**src/rtl/btb_assoc_file.sv**
```systemverilog
// Set-associative branch target buffer with 2-bit direction counters,
// per-set LRU replacement, same-cycle update bypass and a sequential flush.
module btb_assoc_file #(
  parameter int SETS     = 8,
  parameter int WAYS     = 2,
  parameter int TARGET_W = 32
) (
  input  logic                clk,
  input  logic                rst_n,
  input  logic [31:0]         lookup_pc,
  output logic                hit,
  output logic                predict_taken,
  output logic [TARGET_W-1:0] predict_target,
  input  logic                upd_valid,
  input  logic [31:0]         upd_pc,
  input  logic                upd_taken,
  input  logic [TARGET_W-1:0] upd_target,
  input  logic                flush_req,
  output logic                flush_busy
);

  localparam int IDX_W = $clog2(SETS);
  localparam int TAG_W = 32 - IDX_W - 2;

  typedef enum logic {IDLE, FLUSH} state_t;

  state_t           state_q;
  state_t           state_d;
  logic [IDX_W-1:0] flush_cnt;

  logic                valid_q [SETS][WAYS];
  logic [TAG_W-1:0]    tag_q   [SETS][WAYS];
  logic [TARGET_W-1:0] tgt_q   [SETS][WAYS];
  logic [1:0]          cnt_q   [SETS][WAYS];
  logic                lru_q   [SETS];

  logic [IDX_W-1:0] lk_idx;
  logic [TAG_W-1:0] lk_tag;
  logic [IDX_W-1:0] up_idx;
  logic [TAG_W-1:0] up_tag;
  logic             up_en;

  assign lk_idx = lookup_pc[IDX_W+1:2];
  assign lk_tag = lookup_pc[31:IDX_W+2];
  assign up_idx = upd_pc[IDX_W+1:2];
  assign up_tag = upd_pc[31:IDX_W+2];
  assign up_en  = (state_q == IDLE) && upd_valid && !flush_req;

  // Post-update image of the set addressed by upd_pc
  logic                n_valid [WAYS];
  logic [TAG_W-1:0]    n_tag   [WAYS];
  logic [TARGET_W-1:0] n_tgt   [WAYS];
  logic [1:0]          n_cnt   [WAYS];
  logic                n_lru;
  logic                up_hit;
  int                  hw;
  int                  vic;

  always_comb begin
    up_hit = 1'b0;
    hw     = 0;
    vic    = 0;
    n_lru  = lru_q[up_idx];
    for (int w = 0; w < WAYS; w++) begin
      n_valid[w] = valid_q[up_idx][w];
      n_tag[w]   = tag_q[up_idx][w];
      n_tgt[w]   = tgt_q[up_idx][w];
      n_cnt[w]   = cnt_q[up_idx][w];
      if (valid_q[up_idx][w] && tag_q[up_idx][w] == up_tag) begin
        up_hit = 1'b1;
        hw     = w;
      end
    end
    if (up_en && up_hit) begin
      if (upd_taken) begin
        if (n_cnt[hw] != 2'b11) n_cnt[hw] = n_cnt[hw] + 2'd1;
        n_tgt[hw] = upd_target;
      end else if (n_cnt[hw] != 2'b00) begin
        n_cnt[hw] = n_cnt[hw] - 2'd1;
      end
      n_lru = (WAYS == 2) ? (hw == 0) : 1'b0;
    end else if (up_en && upd_taken) begin
      vic = (WAYS == 2) ? int'(lru_q[up_idx]) : 0;
      for (int w = WAYS - 1; w >= 0; w--) begin
        if (!valid_q[up_idx][w]) vic = w;
      end
      n_valid[vic] = 1'b1;
      n_tag[vic]   = up_tag;
      n_tgt[vic]   = upd_target;
      n_cnt[vic]   = 2'b10;
      n_lru        = (WAYS == 2) ? (vic == 0) : 1'b0;
    end
  end

  // Lookup sees the updated set when indices collide
  logic                byp;
  logic                e_valid;
  logic [TAG_W-1:0]    e_tag;
  logic [TARGET_W-1:0] e_tgt;
  logic [1:0]          e_cnt;

  assign byp = up_en && (up_idx == lk_idx);

  always_comb begin
    hit            = 1'b0;
    predict_taken  = 1'b0;
    predict_target = '0;
    for (int w = 0; w < WAYS; w++) begin
      e_valid = byp ? n_valid[w] : valid_q[lk_idx][w];
      e_tag   = byp ? n_tag[w]   : tag_q[lk_idx][w];
      e_tgt   = byp ? n_tgt[w]   : tgt_q[lk_idx][w];
      e_cnt   = byp ? n_cnt[w]   : cnt_q[lk_idx][w];
      if (state_q == IDLE && e_valid && e_tag == lk_tag) begin
        hit            = 1'b1;
        predict_taken  = e_cnt[1];
        predict_target = e_tgt;
      end
    end
  end

  assign flush_busy = (state_q == FLUSH);

  always_comb begin
    state_d = state_q;
    unique case (state_q)
      IDLE:  if (flush_req) state_d = FLUSH;
      FLUSH: if (flush_cnt == IDX_W'(SETS - 1)) state_d = IDLE;
      default: state_d = IDLE;
    endcase
  end

  always_ff @(posedge clk) begin
    if (!rst_n) begin
      state_q   <= IDLE;
      flush_cnt <= '0;
      for (int s = 0; s < SETS; s++) begin
        lru_q[s] <= 1'b0;
        for (int w = 0; w < WAYS; w++) begin
          valid_q[s][w] <= 1'b0;
          cnt_q[s][w]   <= 2'b00;
        end
      end
    end else begin
      state_q <= state_d;
      if (state_q == FLUSH) begin
        flush_cnt        <= flush_cnt + 1'b1;
        lru_q[flush_cnt] <= 1'b0;
        for (int w = 0; w < WAYS; w++) valid_q[flush_cnt][w] <= 1'b0;
      end else if (up_en) begin
        lru_q[up_idx] <= n_lru;
        for (int w = 0; w < WAYS; w++) begin
          valid_q[up_idx][w] <= n_valid[w];
          tag_q[up_idx][w]   <= n_tag[w];
          tgt_q[up_idx][w]   <= n_tgt[w];
          cnt_q[up_idx][w]   <= n_cnt[w];
        end
      end
    end
  end

endmodule
```
**config.mk**
```make
export PLATFORM = sky130hd
export DESIGN_NAME = btb_assoc_file
export DESIGN_NICKNAME = d
export VERILOG_FILES = /design/src/rtl/btb_assoc_file.sv
export SDC_FILE = /design/constraint.sdc
export NUM_CORES = 2
export LEC_CHECK = 0
export ABC_CLOCK_PERIOD_IN_PS = 12950
export BUFFER_PORTS_ARGS = -buffer_cell sky130_fd_sc_hd__buf_2
export CELL_PAD_IN_SITES_DETAIL_PLACEMENT = 1
export CELL_PAD_IN_SITES_GLOBAL_PLACEMENT = 1
export CORE_MARGIN = 10
export CORE_UTILIZATION = 30
export CTS_CLUSTER_SIZE = 40
export DETAILED_ROUTE_END_ITERATION = 8
export PLACE_DENSITY_LB_ADDON = 0.25
export SLEW_MARGIN = 20
export SYNTH_ARGS = -nofsm -noshare
export SYNTH_HDL_FRONTEND = slang
export SYNTH_SLANG_ARGS = --single-unit
```
**constraint.sdc**
```tcl
create_clock -name clk -period 12.95 [get_ports clk]
set_input_delay 0.6475 -clock clk [delete_from_list [all_inputs] [get_ports clk]]
set_output_delay 0.6475 -clock clk [all_outputs]
set_load 0.005 [all_outputs]
```
Yosys cells after proc, flatten, opt, wreduce, memory -nomap -nowiden
Memory sizes are Yosys's and may differ from the RTL's.
Index checks and enable logic that the tools add are counted.
- bits in registers: 4
- bits in writable memories: 1000
- output and inout bits: 35
- memories kept: 5
- $add $sub $neg: 3
- order comparisons: 4
- equal/unequal tests: 7
- muxes and demuxes: 81
- bitwise gates (word level): 7
- reductions and logical operators: 22
- memory list (name ; depth ; bits a word ; read ports ; clocked after memory_dff ; write ports ; line ; source):
    tgt_q ; 8 ; 64 ; 2 ; 0 ; 1 ; 33 ; logic [TARGET_W-1:0] tgt_q [SETS][WAYS];
    tag_q ; 8 ; 54 ; 2 ; 0 ; 1 ; 32 ; logic [TAG_W-1:0] tag_q [SETS][WAYS];
    cnt_q ; 8 ; 4 ; 2 ; 0 ; 8 ; 34 ; logic [1:0] cnt_q [SETS][WAYS];
    valid_q ; 8 ; 2 ; 2 ; 0 ; 8 ; 31 ; logic valid_q [SETS][WAYS];
    lru_q ; 8 ; 1 ; 1 ; 0 ; 8 ; 35 ; logic lru_q [SETS];
- operators by type and width (cell ; count):
    $mux W32 ; 9
    $mux W64 ; 3
    $bwmux W64 ; 2
    $eq A27 B27 Y1 ; 4
    $mux W54 ; 2
    $mux W27 ; 3
    $demux W32 S1 ; 2
    $ge A32 B2 Y1 const B ; 2
    $logic_not A32 Y1 ; 2
    $lt A32 B1 Y1 const B ; 2
    $not A32 Y32 ; 2
    $bwmux W54 ; 1
    $mux W1 ; 30
    $demux W27 S1 ; 1
    $mux W4 ; 6
    $mux W2 ; 11
    $mux W3 ; 5
    $logic_and A1 B1 Y1 ; 13
    $bwmux W4 ; 2
    $demux W2 S1 ; 2
    $or A2 B2 Y2 ; 2
    $reduce_or A2 Y1 ; 2
    $reduce_or A4 Y1 ; 1
    $add A3 B1 Y3 const B ; 1
    13 further kinds ; 14

Longest topological paths before layout
An unclocked memory read counts as a cell.
- depth after elaboration: 20
- mapped depth: 23

Least setup slack after synthesis
No wires, ideal clock.
- kind: in2out
- from: in upd_pc[3]
- to: out predict_target[28]
- data arrival time: 5.567 ns
- required time: 12.302 ns
- slack: 6.736 ns
- cell stages on the path: 20
- path through: buf_6 buf_2 mux4_2 mux2_2 xnor2_1 nor4_2 nand2_1 nor4_4 nor3_2 buf_6 buf_6 buf_6 mux2_4 a2111o_1 or4_4 a2111oi_4 nand2_2 buf_4 mux2_1 a311oi_1
- longest elaborated chain between the ends: 18
- elaborated cells between the ends (all ways): 59
- classes of those cells: 4 x order compare; 5 x eq/ne; 33 x mux; 3 x bitwise; 10 x reduce/logical; 4 x memory
- RTL lines (what ; line ; source):
    start: declaration ; 15 ; input logic [31:0] upd_pc,
    $mem_v2 Z8 W1 / $mem_v2 Z8 W2 (equally long branches) ; n/a ;
    $mux W1 ; 85 ; if (!valid_q[up_idx][w]) vic = w;
    $mux W32 ; 85 ;
    $mux W32 ; 82 ; end else if (up_en && upd_taken) begin
    $mux W32 ; 74 ; if (up_en && up_hit) begin
    $not A32 Y32 (implied by the code) ; 87, 88, 89 ;
    $ge A32 B2 Y1 (implied by the code) / $lt A32 B1 Y1 (equally long branches) ; 87, 88, 89 ;
    $logic_and A1 B1 Y1 (implied by the code) ; 87, 88, 89 ;
    (+2 left out) ; n/a ;
    $bwmux W54 / $or A2 B2 Y2 (equally long branches) ; n/a ;
    $mux W54 / $mux W2 (equally long branches) ; 82 ;
    $mux W54 / $mux W2 (equally long branches) ; 74 ;
    $mux W27 / $mux W1 (equally long branches) ; 110, 109 ;
    $eq A27 B27 Y1 / $logic_and A1 B1 Y1 (equally long branches) ; 113 ; if (state_q == IDLE && e_valid && e_tag == lk_tag) begin
    $logic_and A1 B1 Y1 ; 113 ;
    $mux W32 ; 113 ;
    $mux W32 * ; 113 ;
    end: declaration ; 13 ; output logic [TARGET_W-1:0] predict_target,
Every way passes the cells marked *; elsewhere a longest branch is shown, timed or not. The select of a mux whose other input is x is not followed.

Worst setup path in the final report
- from: in upd_pc[2]
- to: out predict_target[28]
The elaborated chain is that of the path after synthesis.

==> reports/results.ini <==
[run_status]
status = finished clean

[detailed_routing]
drcViolationCount = 0
viasPerCell = 5.54
wl_per_cell_um = 29.4
drt-pass1-iter-count = 5
wl_mm = 176
drtIter0Drc = 2612
postRouteAntennaNets = 0
vias = 33100

[synthesis]
synth_ff_type = edfxtp_1
synth_cell_types = 76
synth_cells = 3511
seq_area_frac_synth_pct = 58.1
ys_ff_latch = 1004
async_flop_share_pct = 0
synth_warnings = 0
syn_area_um2 = 51700
synth_edf_count = 990
synth.avg_cell_area_um2 = 14.7
syn-num-nets = 3616

[cts]
clk_pin_slew_ns = 0.05
cts_buffer_depth = 3
cts.sinks = 1004
h-tree-depth = 3
ctsResizeCount = 0
clock_latency_ns = 0.76
cts_tree = yes
root_buffer = clkbuf_16
cts_made_buffers = 114
cts_setup_buffers = 0
ctsHoldBuffers = 0

[setup_path]
cp-end-kind = output port
cp-start-kind = primary input
arrival_ns = 8.66
cp_max_fo = 45
worstSetupPathType = primary input to output port
cp_data_required_time_ns = 12.30

[timing]
period_minus_slack_ns = 9.30
worst_clock_skew_ns = 0.0429
worst_pin_slew_ns = 1.17
fmax_mhz = 107
rsz0062_at_grt = false
post-route-period-util_pct = 71.8
final_max_slew_viol_count = 0
setup_tns_ns = 0
setup_viol = 0
holdWs_ns = 0.181
hold_viol_final = 0
slew_headroom_pct = 21.6

[floorplan]
die_w_um = 435
die_area_um2 = 189000
initial_core_util_pct = 30.1
fp-row-count = 152
pin_count = 136
core_um2 = 172000
die_h_um = 435

[finish]
finalInstanceArea_um2 = 58400
mostFrequentLayoutCell = edfxtp_1
fin_nets = 3673
drive_above_1_share_pct = 23.6
layout_common_cells = 990 x edfxtp_1, 376 x mux4_2, 292 x mux2i_1
areaGrowthSynthToFinish_pct = 13.0

[global_route]
antenna_found_initial = 29
track_usage_pct = 18.0
grt_max_degree = 136
grt_pass1_wl_mm = 254
grt_pass1_vias = 34900
gr-total-overflow = 0

[pwr]
p_leak_nw = 19.2
ir_drop_uv = 114
power_density_nw_per_um2 = 129

[placed_design]
portBuffers = 131
dpl_cell_area_um2 = 54800
dp_hpwl_mm = 104
place_congestion = 0.879

[run]
drv_cap = 0

[worst_hold_path]
holdCritPathClass = primary input to flop

[final timing paths]
check / start / to / slack, ns / cells past startpoint
max: upd_pc[2] / predict_target[28] / 3.65 / 20
max reg2reg: tag_q[7][4] / tgt_q[7][8] / 7.39 / 11
min: flush_req / flush_busy / 0.18 / 2
min reg2reg: valid_q[4][1] / valid_q[4][1] / 0.47 / 2
[critical path, stage by stage]
cell,delay (ns)
buf_8,0.34
buf_4,0.77
nor2b_2,0.24
buf_4,0.29
a22o_1,0.28
nor3_1,0.45
nor4_1,0.13
nand4_1,0.19
nor4_4,0.07
buf_4,0.27
nor3_4,0.78
buf_4,0.58
o21ai_0,0.16
and4b_1,0.32
or4_4,0.55
a2111oi_4,0.52
nand2_2,0.54
mux2_1,0.50
a311oi_1,0.55
buf_2,0.22
[cell usage after synthesis, types with 5 or more instances]
master | n | area [um2]
o21a_1 | 19 | 143
xnor2_1 | 32 | 280
o21ai_0 | 96 | 480
a221oi_1 | 6 | 52.6
inv_1 | 45 | 169
o22ai_1 | 90 | 563
dfxtp_1 | 14 | 280
xor2_1 | 18 | 158
a22o_1 | 16 | 140
mux2_1 | 11 | 124
nor2b_1 | 8 | 50.1
nor3_1 | 76 | 380
edfxtp_1 | 990 | 29700
or4_1 | 7 | 52.6
a211oi_1 | 7 | 52.6
nand2_1 | 264 | 991
and4_1 | 5 | 43.8
or3_1 | 47 | 294
nand2b_1 | 11 | 68.8
nand3b_1 | 7 | 52.6
nor4b_1 | 9 | 78.8
buf_1 | 56 | 210
a221o_1 | 6 | 60.1
o31ai_1 | 13 | 97.6
and3_1 | 31 | 194
mux4_2 | 376 | 8470
mux2i_1 | 292 | 2920
a22oi_1 | 10 | 75.1
and2_1 | 18 | 113
nand3_1 | 71 | 355
nor2_1 | 224 | 841
clkbuf_1 | 150 | 563
a21o_1 | 6 | 45.0
mux2_2 | 96 | 1080
a21oi_1 | 184 | 921
nand4_1 | 23 | 144
nor4_1 | 37 | 231
a311oi_1 | 9 | 78.8
buf_4 | 9 | 67.6
buf_6 | 13 | 146
buf_2 | 27 | 135
a31oi_1 | 18 | 113
[logic make-up (layout without fill, tap and decap cells)]
| logic type | after synthesis | count (layout) | synth area share [%] |
|---|---|---|---|
| and+or+nand+nor | 859 | 859 | 7.91 |
| xor gates and xnor gates | 50 | 50 | 0.847 |
| AOI/OAI and AO/OA | 514 | 514 | 6.08 |
| DFF | 1004 | 1004 | 58.1 |
| muxes | 778 | 778 | 24.5 |
| buffers and inverters | 302 | 449 | 2.51 |
| other | 0 | 15 | 0 |
| adders and majority gates | 4 | 4 | 0.0968 |
[power breakdown]
group	internal [W]	switching (W)
Clock	0.00177	0.00134
Sequential	0.00365	0.0000104
Combinational	0.000274	0.000495
Total	0.00569	0.00184
[per-layer routing]
| metal | up-vias | track usage [%] | wire, um |
|---|---|---|---|
| li1 | 14300 | - | - |
| met1 | 17600 | 23.9 | 75200 |
| met2 | 928 | 30.7 | 86300 |
| met3 | 279 | 2.68 | 9410 |
| met4 | 14 | 5.07 | 4940 |
| met5 | - | 0 | 81 |
[cell type report]
type                            instances  area [um2]
Sequential cell                      1004       30000
Timing Repair Buffer                  196        1250
Clock inverter                         55         453
Inverter                               47         243
Clock buffer                          151        3060
Multi-Input combinational cell       2205       20400
Fill cell                           17900      113000
Antenna cell                           15        37.5
Tap cell                             2310        2890
[through the flow]
step / util [%] / instances / setup slack [ns] / power (W)
6_report: 34.0 / 5983 / 3.65 / 0.00753
5_1_grt: 34.0 / 5972 / 3.32 / 0.00779
4_1_cts: 34.0 / 5968 / 3.56 / 0.00761
3_5_place_dp: 32.0 / 5762 / 3.57 / 0.00450
3_3_place_gp: 32.0 / 5762 / 3.61 / 0.00449
2_1_floorplan: - / 3511 / 6.74 / 0.00422
[flip-flops by register name, indices dropped and copies added (netlist names)]
name	cells
cnt_q	32
tgt_q	512
tag_q	432
valid_q	16
lru_q	8
flush_cnt	3
flush_busy	1
(Power assumes the default switching activity.)
